<file path="config.mk">
export PLATFORM = sky130hd
export DESIGN_NAME = serial_subtractor
export DESIGN_NICKNAME = d
export VERILOG_FILES = /design/src/rtl/serial_subtractor.sv
export SDC_FILE = /design/constraint.sdc
export NUM_CORES = 1
export LEC_CHECK = 0
export CAP_MARGIN = 20
export CORE_AREA = 3 3 64 66
export DETAILED_ROUTE_END_ITERATION = 10
export DIE_AREA = 0 0 67 69
export GPL_ROUTABILITY_DRIVEN = 0
export PLACE_DENSITY = 0.69
export SLEW_MARGIN = 20
export SYNTH_ARGS = -nofsm -noshare
export SYNTH_HDL_FRONTEND = slang
export SYNTH_SLANG_ARGS = --single-unit
export TNS_END_PERCENT = 50
</file>
<file path="constraint.sdc">
create_clock -name clk -period 3.21 [get_ports clk]
set_input_delay 0.4815 -clock clk [delete_from_list [all_inputs] [get_ports clk]]
set_output_delay 0.4815 -clock clk [all_outputs]
set_load 0.01 [all_outputs]
</file>
<file path="src/rtl/serial_subtractor.sv">
// serial_subtractor: bit-serial R = A - B - Bor_in, LSB first, one bit per clock.
// A start/busy/done handshake fronts the datapath. R and Bor_out only move on
// the edge that finishes the last bit, so consumers never see partial sums.
module serial_subtractor #(
   parameter int WIDTH = 8
) (
   input  logic             clk,
   input  logic             rst,
   input  logic             start,
   input  logic [WIDTH-1:0] A,
   input  logic [WIDTH-1:0] B,
   input  logic             Bor_in,
   output logic [WIDTH-1:0] R,
   output logic             Bor_out,
   output logic             busy,
   output logic             done
);

   // Counter wide enough to index every bit of the operands.
   localparam int CW = (WIDTH > 1) ? $clog2(WIDTH) : 1;

   typedef enum logic [1:0] {
      IDLE = 2'd0,
      RUN  = 2'd1,
      DONE = 2'd2
   } state_t;

   state_t           r_state;
   state_t           w_state_next;
   logic             w_accept;
   logic             w_last;
   logic             w_d;
   logic             w_bor_next;

   logic [WIDTH-1:0] r_a;
   logic [WIDTH-1:0] r_b;
   logic             r_bor;
   logic [WIDTH-1:0] r_res;
   logic [CW-1:0]    r_cnt;
   logic [WIDTH-1:0] r_r;
   logic             r_bor_out;
   logic             r_busy;
   logic             r_done;

   // One full-subtractor cell working on the current LSBs of the shift registers.
   assign w_d        = r_a[0] ^ r_b[0] ^ r_bor;
   assign w_bor_next = (~r_a[0] & r_b[0]) | (~(r_a[0] ^ r_b[0]) & r_bor);
   assign w_last     = (r_cnt == CW'(WIDTH - 1));

   // State register; reset aborts any operation in flight.
   always_ff @(posedge clk) begin
      if (rst) begin
         r_state <= IDLE;
      end else begin
         r_state <= w_state_next;
      end
   end

   // Next-state logic. start is only honoured when busy is low (IDLE or DONE).
   always_comb begin
      w_state_next = r_state;
      w_accept     = 1'b0;
      case (r_state)
         IDLE: begin
            if (start) begin
               w_state_next = RUN;
               w_accept     = 1'b1;
            end
         end
         RUN: begin
            if (w_last) begin
               w_state_next = DONE;
            end
         end
         DONE: begin
            if (start) begin
               w_state_next = RUN;
               w_accept     = 1'b1;
            end else begin
               w_state_next = IDLE;
            end
         end
         default: begin
            w_state_next = IDLE;
         end
      endcase
   end

   // Datapath: latch operands on accept, then shift one bit per RUN cycle and
   // publish the completed result together with the final borrow.
   always_ff @(posedge clk) begin
      if (rst) begin
         r_a       <= '0;
         r_b       <= '0;
         r_bor     <= 1'b0;
         r_res     <= '0;
         r_cnt     <= '0;
         r_r       <= '0;
         r_bor_out <= 1'b0;
         r_busy    <= 1'b0;
         r_done    <= 1'b0;
      end else begin
         if (w_accept) begin
            r_a   <= A;
            r_b   <= B;
            r_bor <= Bor_in;
            r_res <= '0;
            r_cnt <= '0;
         end else if (r_state == RUN) begin
            r_a   <= r_a >> 1;
            r_b   <= r_b >> 1;
            r_bor <= w_bor_next;
            r_res <= {w_d, r_res[WIDTH-1:1]};
            r_cnt <= r_cnt + CW'(1);
            if (w_last) begin
               r_r       <= {w_d, r_res[WIDTH-1:1]};
               r_bor_out <= w_bor_next;
            end
         end
         r_busy <= (w_state_next == RUN);
         r_done <= (r_state == RUN) && w_last;
      end
   end

   assign R       = r_r;
   assign Bor_out = r_bor_out;
   assign busy    = r_busy;
   assign done    = r_done;

endmodule

</file>
-- Word-level counts from Yosys, hierarchy flattened
Index checks and enable logic that the tools add are counted.
- register bits: 41
- bits of input ports: 20
- logic and storage cells: 41
- $add $sub $neg: 1
- eq/ne operators: 4
- multiplexer cells: 12
- bitwise operators: 8
- reductions and logical operators: 6
- operators by type and width (cell ; number):
    8-bit 2-to-1 mux ; 4
    2-bit case mux with 3 select lines ; 1
    1-bit 2-to-1 mux ; 5
    2-bit by 1-bit == test with 1-bit output, second input constant ; 2
    2-bit 2-to-1 mux ; 2
    2-bit OR reduction ; 2
    3-bit by 1-bit adder with 3-bit output, second input constant ; 1
    3-bit == test, second input constant ; 1
    1-bit NOT ; 3
    3-bit AND reduction ; 1
    1-bit AND ; 2
    2-bit == test, second input constant ; 1
    2-bit zero test ; 1
    2-bit nonzero test ; 1
    1-bit bitwise XOR ; 2
    1-bit logical AND ; 1
    1-bit bitwise OR ; 1

-- Longest topological paths before layout
Gate-level depths: netlist of run 1.
- depth after elaboration: 6
- mapped depth: 5
- mapped depth without buffers: 5

-- Worst setup path after synthesis of run 1
OpenSTA, ideal clock, no wires.
- kind: reg2reg
- from: register r_cnt[0]
- to: register r_busy, in the netlist busy
- arrival time: 1.115 ns
- data required time: 3.082 ns
- slack: 1.968 ns
- cell stages (with the launch flop): 6
- buffers on the path: 1
- clock period less this slack: 1.242 ns
- cells stage by stage: dfxtp_1 -> ha_1 -> ha_1 -> buf_1 -> o21a_1 -> nor2_1
- cells in the longest elaborated chain, start to end: 4
- RTL lines (element ; line ; source):
    start, declared ; 39 ; logic [CW-1:0] r_cnt;
    start signal, assigned ; 114 ; r_cnt <= r_cnt + CW'(1);
    3-bit == test ; 48 ; assign w_last = (r_cnt == CW'(WIDTH - 1));
    2-bit 2-to-1 mux ; 71 ; if (w_last) begin
    2-bit case mux with 3 select lines ; 63 ; case (r_state)
    2-bit by 1-bit == test with 1-bit output ; 120 ; r_busy <= (w_state_next == RUN);
    end signal, assigned ; 120 ;
    end, declared ; 42 ; logic r_busy;
Every way passes these cells.
A chain may end at the register's enable or synchronous reset.

-- Worst setup path after layout of run 1
- from: input port start
- to: register r_res[7]
- cells in the longest elaborated chain, start to end: 3
- RTL lines (element ; line ; source):
    start, declared ; 9 ; input logic start,
    1-bit 2-to-1 mux ; 65, 76 ;
    1-bit 2-to-1 mux ; - ;
    2-bit OR reduction (no line) ; - ;
    end signal, assigned ; 113 ; r_res <= {w_d, r_res[WIDTH-1:1]};
    end, declared ; 38 ; logic [WIDTH-1:0] r_res;
Every way passes these cells.

==> metrics.md, run 1 <==
| Metric | Value |
|---|---|
| Post-synth top area cell | `dfxtp_1` |
| Worst path top cell family by delay | `buffers and inverters` |
| Worst-Margin Slew | `~0.9 ns` |
| Post-place setup slack | `approximately 1.3 ns` |
| Post-CTS Setup Repair Bufs | `0` |
| CTS sink cnt | `40` |
| Worst skew pair latency | `0.28 ns` |
| Worst Skew | `0.00392 ns` |
| FILL cells | `roughly 360` |
| Cell row count | `22` |
| Static leakage | `~0.67 nW` |
| Worst hold-check path type | `register to register` |
| Post-Synthesis Cell Area | `around 0.0016 mm²` |
| Post-synth EDFFs | `0` |
| Worst setup EP type | `register` |
| Post-Syn Nets | `209` |
| Placed cell area | `~0.0019 mm²` |
| Non-filler cells, final | `~260` |
| Vias in the first global route | `1,202` |
| Max_cap viols | `0` |
| Peak VDD IR | `approximately 0.00026 V` |
| Tcrit/Tclk final | `between 50% and 60%` |
| Total track usage | `14.8%` |
| Vias | `about 1,300` |
| Post-synth top cells | `49 x nand2_1, 40 x dfxtp_1, 21 x a21oi_1, 18 x nor2_1, 12 x nand3_1` |
| WL/cell | `12.4 µm` |
| HPWL Detailed | `roughly 2200 µm` |
| Initial antenna violation count | `0` |
| Startpoint class of the critical path | `primary input` |
| CP max FO | `30` |
| Largest stage delay, worst path | `about 0.42 ns` |
| Minimum clock period | `approximately 1.7 ns` |
| DRC errors left | `0` |
| Warnings from Yosys | `0` |
| Clk slew on worst S/H paths | `0.07 ns` |
| Asr flop ratio synth | `0%` |
| TritonCTS clock tree | `done` |
| IO Port Bufs | `30` |
| Syn Area/Cell | `about 8.5 µm²` |
| Synth Area in Adders | `2.85%` |
| # setup viols final | `0` |
| Slack of the critical path | `1.54 ns` |
| Worst EP required | `around 3.4 ns` |
| GRT Residual Overflow | `0` |
| Total power | `between 0.9 and 1 mW` |
| Via density per instance | `5.14` |
| Top-count cell post-synth | `nand2_1` |
| Layout cells sized above 1 | `5.69%` |
| Root Driver | `clkbuf_8` |
| Register Area | `801 µm²` |
| CTS Hold Buffers Added | `0` |
| TNS Setup | `0 ns` |
| Compound-Gate Fraction of Synth Area | `17.4%` |
| 1st-iter DRT viols | `approximately 120` |
| Syn-to-layout area delta | `24.1%` |
| Total wire length | `roughly 3200 µm` |
| Switch Pwr | `around 0.23 mW` |
| Nets | `234` |
| Distinct cells, synth | `25` |
| Final hold slack | `around 0.46 ns` |
| Area of the multi-input gates | `approximately 700 µm²` |
| Diode count | `0` |
| Synth Flop Type | `dfxtp_1` |
| Max-slew violations | `0` |
| Worst rel slew slack | `about two fifths` |
| Status | `finished clean` |
| Post-synthesis sequential area ratio | `approximately half` |
| Critical path type | `primary input to register` |
| Post-CTS sizing | `0` |
| Longest Clk Path Bufs | `2` |
| Area fraction of the dominant cell type after synthesis | `about 50%` |
| Die width | `~67 µm` |
| Antenna viol nets, final | `0` |
| Critical path buffers and inverters | `2` |
| Critical Path, Cell by Cell | `clkdlybuf4s50_1, nand2b_1, buf_4, nand2b_1, a211oi_1` |
| Sw frac | `24.3%` |
| Placed insts | `252` |
| Initial Util | `43.5%` |
| Die Height | `~69 µm` |
| Internal power | `slightly above 0.7 mW` |
| Power share of the combinational group | `between 10% and 20%` |
| RSZ-0062 raised after global routing | `false` |
| Post-synthesis mux area share | `less than 1%` |
| Die ar. | `0.00462 mm²` |
| Largest net degree at the start of global routing | `38` |
| Largest cells by area after synthesis | `dfxtp_1 51%, nand2_1 12%, a21oi_1 6.7%` |
| Pwr/cell area | `~480 mW/mm²` |
| I/O pins | `31` |
| Hold Vio Cnt, Final | `0` |
| Clk pwr share | `about a third` |
| Core Area | `0.00363 mm²` |
| FF+latch count, synth | `40` |
| H-tree depth | `2` |
| Drt pass-1 iters | `4` |
| Arr. time, crit path | `1.87 ns` |
| Cell mode on critical path | `nand2b_1` |
| First-pass GRT wire length | `between 5000 and 6000 µm` |
| Final core occ | `between 50% and 60%` |
| Slowest CP cell | `clkdlybuf4s50_1` |
| Gate count of the mapped netlist | `186` |
| Post-Synth XOR/XNOR Area | `0.554%` |
| Largest family of logic cells by synthesized area | `simple AND/OR/NAND/NOR gates` |
| FMAX | `around 0.60 GHz` |
| Total CTS buffers | `5` |
| Post-Synth Simple-Gate Area | `between 20% and 30%` |
| Flop pwr share | `56.0%` |
| Final instance area | `0.00196 mm²` |
-- power by group through the flow --
stage	clock, mW	sequential, mW	combinational (mW)
finish	0.304	0.531	0.113
global route	0.337	0.534	0.125
CTS	0.317	0.531	0.114
detailed placement	0	0.542	0.114
global placement	0	0.541	0.111
floorplan	0	0.540	0.0778
-- cells in the final DEF (no fill, tap or decap), types with 2 or more instances in the layout --
cell             instances
nand2_1                 49
dfxtp_1                 40
clkdlybuf4s50_1         30
a21oi_1                 21
nor2_1                  18
nand3_1                 12
a311oi_1                10
clkbuf_8                 5
nand2b_1                 3
a311oi_2                 3
a22oi_1                  3
buf_4                    3
ha_1                     2
-- final timing paths --
path                                             from                     to  slack (ns)  cells after the start
worst max register to register  r_cnt[0]$_SDFFE_PP0P_      R[5]$_SDFFE_PP0P_        1.55                      5
worst max-delay path                            start  r_res[7]$_SDFFE_PP0P_        1.54                      5
worst min register to register   Bor_out$_SDFFE_PP0P_   Bor_out$_SDFFE_PP0P_        0.46                      2
worst min-delay path             Bor_out$_SDFFE_PP0P_   Bor_out$_SDFFE_PP0P_        0.46                      2
-- metal layers --
| layer | GRT usage (%) | routed length [µm] |
|---|---|---|
| met1 | 18.4 | 1460 |
| met2 | 23.0 | 1630 |
| met3 | 5.37 | 107 |
| met4 | 5.41 | 24 |
| met5 | 0 | 0 |
-- sequential cells by signal, summed over array words and instances (netlist names) --
register  flops
r_bor         1
R             8
r_res         7
Bor_out       1
r_a           8
r_b           8
r_state       2
done          1
r_cnt         3
busy          1
-- layout make-up --
class                   instances  area share (%)
clock inverters                 1           0.255
repair buffers                 33            16.5
inverters                       1           0.191
well taps                      48            3.06
multi-input cells             130            35.5
flip-flops and latches         40            40.8
clock buffers                   6            3.70
-- worst reg2reg max path, stage by stage (launching register included) --
cell and delay, ns:
dfxtp_1 0.36, ha_1 0.17, ha_1 0.40, nand3b_1 0.34
nand2_1 0.18, a21oi_1 0.08
-- logic make-up after synthesis --
logic type	after synthesis
muxes	1
adders and majority gates	3
AOI/OAI and AO/OA	39
and+or+nand+nor	86
buffers and inverters	16
DFF	40
xor gates and xnor gates	1
Note: power is estimated with default switching activity, not from simulation.
==> run 2: changes to the inputs <==
==> constraint.sdc (replaced) <==
create_clock -name clk -period 1.7 [get_ports clk]
set_input_delay 0.255 -clock clk [delete_from_list [all_inputs] [get_ports clk]]
set_output_delay 0.255 -clock clk [all_outputs]
set_load 0.01 [all_outputs]
==> metrics.md, run 2 (same netlist as run 1, synthesis figures left out) <==
| Metric | Value |
|---|---|
| IO Port Bufs | `30 (unchanged)` |
| Total CTS buffers | `5 (unchanged)` |
| Worst path top cell family by delay | `buffers and inverters (unchanged)` |
| Switch Pwr | `0.442 mW (was 0.231 mW)` |
| Nets | `240 (was 234)` |
| Initial antenna violation count | `0 (unchanged)` |
| Die Height | `69 µm (unchanged)` |
| Diode count | `0 (unchanged)` |
| FMAX | `about 0.71 GHz` |
| HPWL Detailed | `2450 µm (was 2200 µm)` |
| Slack of the critical path | `0.282 ns (was 1.54 ns)` |
| Worst Skew | `0.00710 ns (was 0.00392 ns)` |
| Syn-to-layout area delta | `27.7% (was 24.1%)` |
| Drt pass-1 iters | `4 (unchanged)` |
| Largest stage delay, worst path | `0.54 ns (was 0.42 ns)` |
| Arr. time, crit path | `1.16 ns (was 1.87 ns)` |
| FILL cells | `364 (was 362)` |
| Startpoint class of the critical path | `register (was primary input)` |
| Die ar. | `0.00462 mm² (unchanged)` |
| Critical path buffers and inverters | `1 (was 2)` |
| Peak VDD IR | `0.000522 V (was 0.000263 V)` |
| Most frequent cells in the layout | `49 x nand2_1, 40 x dfxtp_1, 30 x clkdlybuf4s50_1, 21 x a21oi_1, 18 x nor2_1 (unchanged)` |
| Vias in the first global route | `1,227 (was 1,202)` |
| Minimum clock period | `around 1.4 ns` |
| Longest Clk Path Bufs | `2 (unchanged)` |
| Largest net degree at the start of global routing | `27 (was 38)` |
| Vias | `1,350 (was 1,332)` |
| Worst EP required | `1.44 ns (was 3.41 ns)` |
| Worst rel slew slack | `72.3% (was 39.8%)` |
| Initial Util | `43.5% (unchanged)` |
| Status | `finished clean (unchanged)` |
| Critical path type | `register to output port (was primary input to register)` |
| GRT Residual Overflow | `0 (unchanged)` |
| Cell row count | `22 (unchanged)` |
| TNS Setup | `0 ns (unchanged)` |
| Final core occ | `55.5% (was 54.0%)` |
| CP max FO | `2 (was 30)` |
| Flop pwr share | `55.4% (was 56.0%)` |
| TritonCTS clock tree | `done (unchanged)` |
| # setup viols final | `0 (unchanged)` |
| Hold Vio Cnt, Final | `0 (unchanged)` |
| Total track usage | `16.2% (was 14.8%)` |
| Internal power | `1.37 mW (was 0.718 mW)` |
| Max_cap viols | `0 (unchanged)` |
| Post-CTS sizing | `0 (unchanged)` |
| Total wire length | `3470 µm (was 3220 µm)` |
| Critical Path, Cell by Cell | `clkdlybuf4s50_1 (was clkdlybuf4s50_1, nand2b_1, buf_4, nand2b_1, a211oi_1)` |
| Pwr/cell area | `898 mW/mm² (was 484 mW/mm²)` |
| Commonest non-fill, non-tap cell in the layout | `nand2_1 (unchanged)` |
| Worst hold-check path type | `register to register (unchanged)` |
| Final hold slack | `0.455 ns (was 0.458 ns)` |
| Post-place setup slack | `0.167 ns (was 1.28 ns)` |
| Sw frac | `24.4% (was 24.3%)` |
| CTS Hold Buffers Added | `0 (unchanged)` |
| I/O pins | `31 (unchanged)` |
| Static leakage | `0.704 nW (was 0.670 nW)` |
| Clk slew on worst S/H paths | `0.07 ns (about the same)` |
| 1st-iter DRT viols | `116 (was 118)` |
| Tcrit/Tclk final | `between 80% and 90%` |
| Antenna viol nets, final | `0 (unchanged)` |
| DRC errors left | `0 (unchanged)` |
| Power share of the combinational group | `13.0% (was 11.9%)` |
| Root Driver | `clkbuf_8 (unchanged)` |
| Worst skew pair latency | `0.28 ns (about the same)` |
| WL/cell | `13.1 µm (was 12.4 µm)` |
| Worst-Margin Slew | `0.414 ns (was 0.904 ns)` |
| Core Area | `0.00363 mm² (unchanged)` |
| Slowest CP cell | `clkdlybuf4s50_1 (unchanged)` |
| Max-slew violations | `0 (unchanged)` |
| Layout cells sized above 1 | `8.29% (was 5.69%)` |
| Clk pwr share | `31.6% (was 32.1%)` |
| CTS sink cnt | `40 (unchanged)` |
| Post-CTS Setup Repair Bufs | `0 (unchanged)` |
| Worst setup EP type | `output port (was register)` |
| Die width | `67 µm (unchanged)` |
| H-tree depth | `2 (unchanged)` |
| RSZ-0062 raised after global routing | `false (unchanged)` |
| Via density per instance | `5.09 (was 5.14)` |
| First-pass GRT wire length | `5740 µm (was 5290 µm)` |
## run 2: final cells by class
class | instances | area, µm² | share of cell area (%)
Inverter | 1 | 3.75 | 0.186
Multi-Input combinational cell | 130 | 696 | 34.5
Timing Repair Buffer | 39 | 380 | 18.8
Clock inverter | 1 | 5.00 | 0.248
Sequential cell | 40 | 801 | 39.7
Clock buffer | 6 | 72.6 | 3.60
Tap cell | 48 | 60.1 | 2.98
## run 2: layer usage
metal	wire length [µm]	vias up	part of all wire, %	global-route usage, %
met4	52	0	1.5	6.53
li1	-	693	-	-
met1	1570	622	45	20.5
met3	142	5	4.1	5.37
met2	1700	30	49	24.9
met5	0	-	0	0
## run 2: power groups by stage
stage	clock (mW)	combinational, mW	sequential (mW)
floorplan	0	0.147	1.02
global placement	0	0.227	1.02
detailed placement	0	0.236	1.03
CTS	0.597	0.237	1.00
global route	0.631	0.258	1.01
finish	0.574	0.235	1.00
## run 2: worst paths after layout
kind / startpoint / to / slack [ns] / cells after the start
worst max-delay path: R[5]$_SDFFE_PP0P_ / R[5] / 0.28 / 1
worst min-delay path: Bor_out$_SDFFE_PP0P_ / Bor_out$_SDFFE_PP0P_ / 0.45 / 2
worst max register to register: r_cnt[0]$_SDFFE_PP0P_ / R[5]$_SDFFE_PP0P_ / 0.30 / 5
worst min register to register: Bor_out$_SDFFE_PP0P_ / Bor_out$_SDFFE_PP0P_ / 0.45 / 2
## run 2: stage by stage
step           std cells  area (µm²)  power, mW
2_1_floorplan        186        1580       1.17
3_3_place_gp         258        1940       1.25
3_5_place_dp         258        1940       1.26
4_1_cts              265        2020       1.84
5_1_grt              265        2020       1.90
6_report             265        2020       1.81
